File: src/rtl/fetch_fifo_arbiter_pkg.sv
// Shared front-end types for the fetch FIFO read-port arbiter.
// Holds the arbiter state enum, requester indices and a reference round-robin pick.
package fetch_fifo_arbiter_pkg;

  localparam int MAX_REQ = 8;

  localparam int REQ_OPCODE = 0;
  localparam int REQ_MODRM  = 1;
  localparam int REQ_IMMED  = 2;

  typedef enum logic [0:0] {
    ARB_IDLE,
    ARB_OWNED
  } arb_state_t;

  // Reference round-robin pick: first set bit at or after ptr, wrapping at n.
  function automatic logic [MAX_REQ-1:0] rr_pick(
    input logic [MAX_REQ-1:0] req,
    input logic [2:0]         ptr,
    input int                 n
  );
    logic [MAX_REQ-1:0] gnt;
    logic               found;
    int                 j;
    gnt   = '0;
    found = 1'b0;
    for (int k = 0; k < n; k++) begin
      j = int'(ptr) + k;
      if (j >= n) j = j - n;
      if (!found && req[j]) begin
        gnt[j] = 1'b1;
        found  = 1'b1;
      end
    end
    return gnt;
  endfunction

endpackage

File: src/rtl/fetch_fifo_arbiter_pick.sv
// Round-robin picker: rotate by ptr, priority-encode lowest, unrotate.
// Pure combinational; reusable by other bus arbiters.
module rr_priority_pick
  import fetch_fifo_arbiter_pkg::*;
#(
  parameter int N  = 3,
  parameter int PW = (N > 1) ? $clog2(N) : 1
) (
  input  logic [N-1:0]  i_req,
  input  logic [PW-1:0] i_ptr,
  output logic [N-1:0]  o_gnt,
  output logic          o_any,
  output logic [PW-1:0] o_idx
);

  logic [N-1:0] w_rot;
  logic [PW:0]  w_map [N];

  // Rotate the request vector so the search always starts at bit 0.
  always_comb begin
    for (int k = 0; k < N; k++) begin
      w_map[k] = {1'b0, i_ptr} + (PW+1)'(k);
      if (w_map[k] >= (PW+1)'(N)) w_map[k] = w_map[k] - (PW+1)'(N);
      w_rot[k] = i_req[w_map[k]];
    end
  end

  // Lowest set rotated bit wins; map its position back to a requester index.
  always_comb begin
    o_gnt = '0;
    o_any = 1'b0;
    o_idx = '0;
    for (int k = 0; k < N; k++) begin
      if (!o_any && w_rot[k]) begin
        o_any             = 1'b1;
        o_idx             = w_map[k][PW-1:0];
        o_gnt[w_map[k]]   = 1'b1;
      end
    end
  end

endmodule

File: src/rtl/fetch_fifo_arbiter.sv
// Round-robin owner arbiter for the shared instruction-byte FIFO read port.
// Define FETCH_FIFO_ARB_CHECK_EN for protocol_error output and assertions.
module fetch_fifo_arbiter
  import fetch_fifo_arbiter_pkg::*;
#(
  parameter int NUM_REQ = 3,
  parameter int CNT_W   = 4
) (
  input  logic               clk,
  input  logic               reset,
  input  logic               flush,
  input  logic [NUM_REQ-1:0] req,
  input  logic [NUM_REQ-1:0] req_rd_en,
  output logic [NUM_REQ-1:0] grant,
  output logic [NUM_REQ-1:0] req_fifo_empty,
  output logic               busy,
  output logic [CNT_W-1:0]   xfer_count,
  output logic               fifo_rd_en,
`ifdef FETCH_FIFO_ARB_CHECK_EN
  output logic               protocol_error,
`endif
  input  logic               fifo_empty
);

  localparam int PW = $clog2(NUM_REQ);

  arb_state_t         r_state;
  logic [NUM_REQ-1:0] r_grant;
  logic [CNT_W-1:0]   r_cnt;
  logic [PW-1:0]      r_ptr;

  logic [NUM_REQ-1:0] w_pick;
  logic               w_any;
  logic [PW-1:0]      w_idx;
  logic [PW-1:0]      w_next_ptr;
  logic               w_owner_req;
  logic               w_pop;

  rr_priority_pick #(
    .N  (NUM_REQ),
    .PW (PW)
  ) u_pick (
    .i_req (req),
    .i_ptr (r_ptr),
    .o_gnt (w_pick),
    .o_any (w_any),
    .o_idx (w_idx)
  );

  assign w_next_ptr  = (w_idx == PW'(NUM_REQ-1)) ? '0 : w_idx + 1'b1;
  assign w_owner_req = |(req & r_grant);
  assign w_pop       = ~flush & busy & ~fifo_empty & |(req_rd_en & r_grant);

  assign grant          = r_grant;
  assign busy           = (r_state == ARB_OWNED);
  assign xfer_count     = r_cnt;
  assign fifo_rd_en     = w_pop;
  assign req_fifo_empty = {NUM_REQ{fifo_empty}} | ~r_grant;

  // Ownership FSM: grant, round-robin pointer and per-grant byte counter.
  always_ff @(posedge clk or negedge reset) begin
    if (!reset) begin
      r_state <= ARB_IDLE;
      r_grant <= '0;
      r_cnt   <= '0;
      r_ptr   <= '0;
    end else if (flush) begin
      r_state <= ARB_IDLE;
      r_grant <= '0;
      r_cnt   <= '0;
    end else begin
      unique case (r_state)
        ARB_IDLE: begin
          if (w_any) begin
            r_state <= ARB_OWNED;
            r_grant <= w_pick;
            r_ptr   <= w_next_ptr;
            r_cnt   <= '0;
          end
        end
        ARB_OWNED: begin
          if (w_owner_req) begin
            if (w_pop && r_cnt != '1) r_cnt <= r_cnt + 1'b1;
          end else if (w_any) begin
            r_grant <= w_pick;
            r_ptr   <= w_next_ptr;
            r_cnt   <= '0;
          end else begin
            r_state <= ARB_IDLE;
            r_grant <= '0;
            r_cnt   <= '0;
          end
        end
        default: begin
          r_state <= ARB_IDLE;
          r_grant <= '0;
          r_cnt   <= '0;
        end
      endcase
    end
  end

`ifdef FETCH_FIFO_ARB_CHECK_EN
  logic r_perr;
  logic w_leave;
  logic w_err;

  assign w_leave = busy & ~w_owner_req;
  assign w_err   = |(req_rd_en & ~r_grant)
                 | (w_leave & |(req_rd_en & r_grant))
                 | |(req_rd_en & ~req);
  assign protocol_error = r_perr;

  // Sticky protocol violation flag; a flush clears it.
  always_ff @(posedge clk or negedge reset) begin
    if (!reset)      r_perr <= 1'b0;
    else if (flush)  r_perr <= 1'b0;
    else if (w_err)  r_perr <= 1'b1;
  end

  logic [MAX_REQ-1:0] w_ref_req;
  assign w_ref_req = MAX_REQ'(req);

  // Simulation-only invariants on grant shape, pops and picker agreement.
  always @(posedge clk) begin
    if (reset) begin
      assert ($onehot0(r_grant));
      assert (!(fifo_rd_en && fifo_empty));
      assert (MAX_REQ'(w_pick) ==
              rr_pick(w_ref_req, 3'(r_ptr), NUM_REQ));
    end
  end
`endif

endmodule

File: config.mk
export PLATFORM = sky130hd
export DESIGN_NAME = fetch_fifo_arbiter
export DESIGN_NICKNAME = d
export VERILOG_FILES = /design/src/rtl/fetch_fifo_arbiter_pkg.sv /design/src/rtl/fetch_fifo_arbiter_pick.sv /design/src/rtl/fetch_fifo_arbiter.sv
export SDC_FILE = /design/constraint.sdc
export NUM_CORES = 1
export LEC_CHECK = 0
export CAP_MARGIN = 30
export CORE_MARGIN = 3
export CORE_UTILIZATION = 49
export CTS_CLUSTER_DIAMETER = 30
export DETAILED_ROUTE_END_ITERATION = 7
export HOLD_SLACK_MARGIN = 0.12
export MAX_ROUTING_LAYER = met4
export PLACE_DENSITY = 0.85
export SYNTH_ARGS = -nofsm -noshare
export SYNTH_HDL_FRONTEND = slang
export SYNTH_HIERARCHICAL = 1
export SYNTH_SLANG_ARGS = --single-unit
File: constraint.sdc
create_clock -name clk -period 3.4 [get_ports clk]
set_input_delay 0.51 -clock clk [delete_from_list [all_inputs] [get_ports clk]]
set_output_delay 0.51 -clock clk [all_outputs]
set_load 0.02 [all_outputs]
=== Yosys cells after proc, flatten, opt, wreduce, memory -nomap -nowiden ===
Index checks and enable logic that the tools add are counted.

* Bits in registers: 10
* Input bits: 10
* Output and inout port bits: 12
* Logic and storage cells: 93

* $add $sub $neg: 7
* Magnitude comparators: 9
* Equality and inequality tests: 6
* Mux-type cells: 42
* Bitwise logic cells: 12
* Reductions and logical operators: 13

{| class="wikitable"
|+ Operator list
! kind !! number
|-
| 2-to-1 mux 3 bit || 10
|-
| 2-to-1 mux 4 bit || 4
|-
| 2-to-1 mux 1 bit || 12
|-
| 2-to-1 mux 2 bit || 6
|-
| >= comparator 3 x 1 -> 1 bit, second input constant || 3
|-
| less-than comparator 3 bit, second input constant || 3
|-
| OR 3 bit || 3
|-
| one-hot mux 4 bit (2 select lines) || 1
|-
| bitwise AND 3 bit || 2
|-
| binary-select mux 1 bit (select 2 bit) || 3
|-
| demux 1 bit (select 2 bit) || 3
|-
| >= comparator 3 x 2 -> 1 bit, second input constant || 2
|-
| logical AND 1 bit || 6
|-
| one-hot mux 3 bit (2 select lines) || 1
|-
| AND reduction 2 bit || 3
|-
| OR reduction 3 bit || 2
|-
| subtractor 3 x 2 -> 3 bit, second input constant || 2
|-
| adder 4 x 1 -> 4 bit, second input constant || 1
|-
| inequality test 4 x 3 -> 1 bit, second input constant || 1
|-
| inequality test 4 bit, second input constant || 1
|-
| one-hot mux 2 bit (2 select lines) || 1
|-
| adder 2 x 1 -> 3 bit, second input constant || 1
|-
| adder 2 x 2 -> 3 bit, second input constant || 1
|-
| bitwise AND 1 bit || 3
|-
| other kinds (11) || 14
|}

=== Logic depth before layout (Yosys ltp) ===
Gate-level depths: netlist (run 1).

* Depth after elaboration: 16
* Mapped depth: 11
* Gate-level depth less buffers: 9

=== Modules after synthesis ===
The synthesis (run 1) kept the hierarchy.

{| class="wikitable"
|+ Modules (own cells, without submodules)
! module !! instances !! cells an instance !! area an instance (µm²) !! seq. area each (µm²)
|-
| fetch_fifo_arbiter || 1 || 59 || 614.3 || 250.2
|-
| rr_priority_pick || 1 || 49 || 350.3 || 0.0
|}

=== Worst setup path after synthesis (run 1) ===
Ideal clock, no wire load.

* Kind: register to register
* From: register r_ptr[0]
* To: register r_cnt[1] (netlist: xfer_count[1])
* Arrival time: 2.393 ns
* Path slack: 0.880 ns
* Stages on the path, launching flop included: 12
* Buffers on the path: 2
* Period minus slack after synthesis: 2.520 ns
* Path through: dfrtp_1 -> inv_1 -> ha_1 -> buf_4 -> inv_1 -> o21ai_0 -> a21oi_1 -> or3b_1 -> clkbuf_1 -> a21oi_1 -> nand3_1 -> mux2_1

* Longest elaborated chain between the ends: 13
* Elaborated cells between the ends (all ways): 26
* Those cells by class: add/sub (5); order compare (3); eq/ne (1); mux (12); reduce/logical (5)

{| class="wikitable"
|+ RTL lines
! element !! line !! RTL
|-
| start: declaration || fetch_fifo_arbiter.sv:30 || <nowiki>logic [PW-1:0] r_ptr;</nowiki>
|-
| start signal: assignment || fetch_fifo_arbiter.sv:77 || <nowiki>r_ptr <= w_next_ptr;</nowiki>
|-
| start signal: assignment || fetch_fifo_arbiter.sv:86 || <nowiki>r_ptr <= w_next_ptr;</nowiki>
|-
| branches (longest 10 deep; another with adder 2 x 1 -> 3 bit) || -- ||
|-
| 2-to-1 mux 1 bit * || fetch_fifo_arbiter_pick.sv:34 || <nowiki>if (!o_any && w_rot[k]) begin</nowiki>
|-
| named net w_any || fetch_fifo_arbiter.sv:33 || <nowiki>logic w_any;</nowiki>
|-
| inequality test 3 x 2 -> 1 bit (no line) * || -- ||
|-
| AND reduction 2 bit (no line) * || -- ||
|-
| end signal: assignment || fetch_fifo_arbiter.sv:83 || <nowiki>if (w_pop && r_cnt != '1) r_cnt <= r_cnt + 1'b1;</nowiki>
|-
| end: declaration || fetch_fifo_arbiter.sv:29 || <nowiki>logic [CNT_W-1:0] r_cnt;</nowiki>
|}

Mark *: on every way through the listed nets, which the timed path passes. The select of a mux whose other input is x is not followed.
A chain may end at the register's enable or synchronous reset.

=== Final worst setup path (run 1) ===
* From: register r_ptr[1]
* To: register r_cnt[1] (netlist: xfer_count[1])

The elaborated chain is that of the path after synthesis.

==> impl_metrics.tcl, run 1 <==
set metrics [dict create \
    setup_repair_after_global_routing_missed_its_margin "no" \
    netlist_top_cells_count "a21oi_1 (10), dfrtp_1 (10), inv_1 (7), nand2_1 (7), nor2_1 (7)" \
    finalWirelength_mm 2.13 \
    start_util 0.541 \
    vias_per_cell 5.84 \
    syn-mean-instance-area_sq_um 8.93 \
    htreeDepth 1 \
    buffer_ports.inserted 21 \
    detailedRoute.firstIterationViolations 25 \
    area_share_of_the_leading_cell_type_in_the_synthesized_netlist 0.259 \
    tritoncts "built" \
    cpMaxStageDelayCell "or3b_1" \
    postCtsHoldBufs 0 \
    max_slew_violation_count 0 \
    grt-busiest-layer "met2" \
    fin_nets 146 \
    drc 0 \
    cts_num_sinks 10 \
    track_usage 0.190 \
    crit_path_end "xfer_count[1]" \
    number_of_global_route_vias_before_repair 843 \
    first_pass_iters 4 \
    slew_at_the_pin_closest_to_its_max_slew_limit_ns 0.441 \
    ys.flop_type "dfrtp_1" \
    cp-end-kind "flop" \
    grt.met2_usage 0.296 \
    post_route_ant_nets 0 \
    worst_r2r_endpoint "xfer_count[1]" \
    clk_path_buf_depth 2 \
    path_cells "inv_1, ha_1, mux2i_4, mux2i_2, or3b_1, a21oi_1, nand3_1, mux2_1" \
    critical_path.max_fanout 10 \
    drive_gt1_frac 0.100 \
    post_synth_top_area_cell "dfrtp_1" \
    grt_start_max_net_pins 11 \
    setup_slack_on_the_worst_flop_to_flop_path_ns 0.52 \
    globalplace.congestion 0.871 \
    criticalPathCategory "flop to flop" \
    place_worst_setup_slack_ns 0.473 \
    hold_viol 0 \
    ctsResizeCount 0 \
    grt_antenna_before_repair 0 \
    synth-edff-count 0 \
    finalSetupViolations 0 \
    global_route.overflow_total 0 \
    synth.cell_area_sq_um 965 \
    gr-usage-met3 0.0712 \
    ys_async_sr_fraction 1.00 \
    rows 15 \
    area_growth_pct 26.5 \
    synthDistinctLibCells 40 \
    clk_transition_reported_paths_ns 0.06 \
    clock.fmax_ghz 0.348 \
    synth.area.top_cells "dfrtp_1 (26%), ha_1 (6.5%), a21oi_1 (5.2%)" \
    worstReg2RegStart "r_ptr[1]" \
    cts_setup_buffers 0 \
    place.detailed.hpwl_mm 1.69 \
    root_buffer "clkbuf_4" \
    grt.met1_usage 0.236 \
    timing.critical_path.from "r_ptr[1]" \
    via_count 905 \
    worst-endpoint-arrival_ns 3.01 \
    final.setup_skew_ns 0.00669 \
    post_drt_wl_per_cell_um 13.7 \
    slew_headroom 0.705 \
    final.period_utilization 0.846 \
    crit_path_max_incr_delay_ns 0.55 \
    synth_seq_area_share 0.259 \
    power.static_leakage_nw 0.505 \
    layout_setup_ws_ns 0.525 \
    run_status "completed" \
    insertion_delay_ns 0.26 \
    dieWidth_um 50.4 \
    worst_hold_path_type "input port to async pin" \
    final.setup.tns_ns 0 \
    design.core.area_sq_mm 0.00178 \
    max_cap_violations 0 \
    cp_data_required_time_ns 3.54 \
    i_o_pins 22 \
    rr_worst_depth 8 \
    mappedNetlistNets 123 \
    first_pass_grt_wire_length_mm 3.64 \
    full_die_area_sq_mm 0.00254 \
    ir_drop_mv 0.507 \
    power_density_mw_per_mm2 786 \
    insertedDiodeCount 0 \
    timing.final.crit_period_ns 2.88 \
    syn_inst 108 \
    critical_path.startpoint_type "flop" \
    die-height_um 50.4 \
    cts_buf_count 3 \
    ys_seq_elements 10 \
    synth.yosys.warnings 6 \
]
cells in the final DEF (no fill, tap or decap), types with 2 or more instances in the layout:
cell,synthesis,routed
a32oi_1,3,3
or2b_1,2,2
a21oi_1,10,10
nand2_1,7,7
mux2i_1,3,3
mux2_4,2,2
nand3_1,2,2
clkbuf_4,0,3
mux2_1,4,4
nor2_1,7,7
nor3b_1,2,2
o21ai_0,6,6
ha_1,5,5
o21ai_1,2,2
or3b_1,3,3
or3_1,2,2
nor4b_1,2,2
clkdlybuf4s50_1,0,21
nand3b_1,2,2
inv_1,7,7
dfrtp_1,10,10
a222oi_1,2,2
nand2b_1,5,5
critical path: cells and delay by family (launching register included):
family,cells,cell delay [ns]
DFF,1,0.41
muxes,3,0.84
buffers and inverters,1,0.09
adders and majority gates,1,0.42
AOI/OAI and AO/OA,1,0.28
and+or+nand+nor,2,0.73
state kept, by name, indices dropped and copies added, names as in the netlist:
signal and flops:
busy 1, grant 3, r_ptr 2, xfer_count 4
worst min-delay path by stage:
stage,slack [ns],cells after the start,start,end
2_1_floorplan,0.21,0,reset,busy
3_3_place_gp,0.53,1,xfer_count[1],xfer_count[1]
3_5_place_dp,0.55,1,xfer_count[0],xfer_count[0]
4_1_cts,0.56,1,xfer_count[0],xfer_count[0]
5_1_grt,0.57,1,reset,xfer_count[1]
6_report,0.56,1,reset,grant[1]
where the power goes:
part	internal (mW)	switching (mW)
clock network	0.0649	0.0377
registers	0.147	0.0348
logic	0.310	0.364
total	0.522	0.437
cell type report:
class / instances / area [sq um]
flip-flops and latches: 10 / 250
inverters: 8 / 31.3
clock buffers: 4 / 36.3
fillers: 136 / 563
multi-input cells: 86 / 653
repair buffers: 22 / 218
well taps: 25 / 31.3
cells by family after synthesis:
kind of cell	after synthesis	share of synthesized area
compound gates	31	0.218
xor+xnor	1	0.00908
fa+ha+maj	5	0.0649
buf+inv	12	0.0635
flops	10	0.259
mux	11	0.147
simple gates	38	0.239
metal layers:
metal	vias to the layer above	part of all wire
met5	-	0
met4	0	0.0071
met3	4	0.080
met2	47	0.46
met1	406	0.45
li1	448	-
per-stage QoR:
stage	utilization	total power [mW]	cell area, sq um	cells	hold slack [ns]
after floorplan	-	0.717	965	108	0.214
after global placement	0.664	0.829	1180	151	0.534
after detailed placement	0.664	0.846	1180	151	0.546
after CTS	0.684	0.957	1220	155	0.556
after global routing	0.684	1.04	1220	155	0.570
final	0.684	0.959	1220	155	0.556
Note: power is estimated with default switching activity, not from simulation.
==> inputs of run 2 (changes only) <==
--- a/config.mk
+++ b/config.mk
@@ -7,12 +7,12 @@
 export LEC_CHECK = 0
 export CAP_MARGIN = 30
 export CORE_MARGIN = 3
-export CORE_UTILIZATION = 49
+export CORE_UTILIZATION = 44
 export CTS_CLUSTER_DIAMETER = 30
 export DETAILED_ROUTE_END_ITERATION = 7
 export HOLD_SLACK_MARGIN = 0.12
 export MAX_ROUTING_LAYER = met4
-export PLACE_DENSITY = 0.85
+export PLACE_DENSITY = 0.81
 export SYNTH_ARGS = -nofsm -noshare
 export SYNTH_HDL_FRONTEND = slang
 export SYNTH_HIERARCHICAL = 1
==> constraint.sdc (replaced) <==
create_clock -name clk -period 2.37 [get_ports clk]
set_input_delay 0.3555 -clock clk [delete_from_list [all_inputs] [get_ports clk]]
set_output_delay 0.3555 -clock clk [all_outputs]
set_load 0.02 [all_outputs]
==> impl_metrics.tcl, run 2 (same netlist as run 1, synthesis figures left out) <==
set metrics [dict create \
    post_drt_wl_per_cell_um 15.9 \
    clk_transition_reported_paths_ns 0.07 \
    fin_util 0.739 \
    via_count 1016 \
    crit_path_max_incr_delay_ns 0.46 \
    route.met2.wl_mm 1.38 \
    layout_setup_ws_ns 0.0479 \
    buffer_ports.inserted 21 \
    die-height_um 52.8 \
    place_worst_setup_slack_ns -0.165 \
    track_usage 0.226 \
    timing.final.crit_period_ns 2.32 \
    power_density_mw_per_mm2 1240 \
    root_buffer "clkbuf_4" \
    htreeDepth 1 \
    full_die_area_sq_mm 0.00279 \
    multi_input_comb_area_sq_um 758 \
    crit_buf_inv 0 \
    slew_headroom 0.689 \
    area_growth_pct 54.9 \
    grt_start_max_net_pins 11 \
    setup_repair_after_global_routing_missed_its_margin "yes" \
    critical_path.max_fanout 8 \
    placed_cells 173 \
    worst-endpoint-arrival_ns 2.48 \
    cts_num_sinks 10 \
    dieWidth_um 52.8 \
    fillers 140 \
    clock.fmax_ghz 0.431 \
    worst_hold_path_type "input port to async pin" \
    run_status "completed" \
    number_of_global_route_vias_before_repair 1000 \
    detail_route.wirelength.met1_mm 1.27 \
    top_layer "met4" \
    drc 0 \
    global_route.overflow_total 0 \
    final.period_utilization 0.980 \
    finalSetupViolations 0 \
    power.static_leakage_nw 0.626 \
    rows 16 \
    place.detailed.hpwl_mm 2.07 \
    ff_latch_area_sq_um 251 \
    hold_viol 0 \
    max_cap_violations 0 \
    cpLargestDelayFamily "multiplexers" \
    i_o_pins 22 \
    design.core.area_sq_mm 0.00202 \
    ir_drop_mv 1.01 \
    start_util 0.477 \
    cp-end-kind "flop" \
    path_cells "ha_4, mux2i_1, nor2_1, a21oi_2, or3b_4, mux2_1, a32oi_2, a21oi_1" \
    placement.cell_area_sq_mm 0.00135 \
    vias_per_cell 5.68 \
    postCtsHoldBufs 0 \
    mostFrequentLayoutCells "buf_4 (23), clkdlybuf4s50_1 (21), dfrtp_1 (9), a21oi_1 (8)" \
    fin_nets 168 \
    tritoncts "built" \
    first_pass_grt_wire_length_mm 4.53 \
    first_pass_iters 4 \
    final.setup_skew_ns 0.00173 \
    criticalPathCategory "flop to flop" \
    finalWirelength_mm 2.85 \
    mostFrequentLayoutCell "buf_4" \
    max_slew_violation_count 0 \
    finish.cell_count_without_fillers 179 \
    cpMaxStageDelayCell "or3b_4" \
    slew_at_the_pin_closest_to_its_max_slew_limit_ns 0.465 \
    cts_buf_count 3 \
    insertedDiodeCount 0 \
    grt_antenna_before_repair 0 \
    drive_gt1_frac 0.342 \
    insertion_delay_ns 0.27 \
    post_route_ant_nets 0 \
    fin_area_sq_mm 0.00149 \
    final.setup.tns_ns 0 \
    cp_data_required_time_ns 2.53 \
    clk_path_buf_depth 2 \
    largest_register_ffs 4 \
    wl_met3_um 181 \
    globalplace.congestion 0.904 \
    detailedRoute.firstIterationViolations 41 \
    critical_path.startpoint_type "flop" \
]
[run 2: layer usage]
metal  vias up  track usage
met2        40        0.370
li1        490            -
met1       482        0.283
met3         4       0.0513
met5         -            -
met4         0       0.0511
[run 2: final timing paths]
kind                       depth (start not counted)            end  slack (ns)          start
setup / recovery                                   8       grant[1]        0.05       r_ptr[1]
hold / removal                                     1  xfer_count[0]        0.40          reset
setup reg to reg                                   8       grant[1]        0.05       r_ptr[1]
hold reg to reg                                    2  xfer_count[3]        0.59  xfer_count[3]
max in group asynchronous                          1       r_ptr[1]        1.63          reset
min in group clk                                   2  xfer_count[3]        0.59  xfer_count[3]
[run 2: per-stage QoR]
stage	power (mW)	hold WS, ns
global placement	1.41	0.553
detailed placement	1.44	0.552
CTS	1.68	0.428
finish	1.85	0.400
global route	1.99	0.407
floorplan	1.09	0.0599
[run 2: report_power, final]
group          switching, mW  internal [mW]
registers             0.0514          0.212
clock network         0.0673         0.0934
logic                  0.682          0.744
total                  0.801           1.05
[run 2: repair_timing]
item | 4_1_cts | 5_1_grt
pin swaps | 0 | 5
cloned | 0 | 0
setup buffers | 1 | 1
gates resized for setup | 4 | 16
setup endpoints to repair | 9 | 9
[run 2: area by class of cell]
class                           instances  area share
Tap cell                               27      0.0226
Clock buffer                            4      0.0243
Timing Repair Buffer                   44       0.256
Multi-Input combinational cell         86       0.508
Inverter                                8      0.0209
Sequential cell                        10       0.168
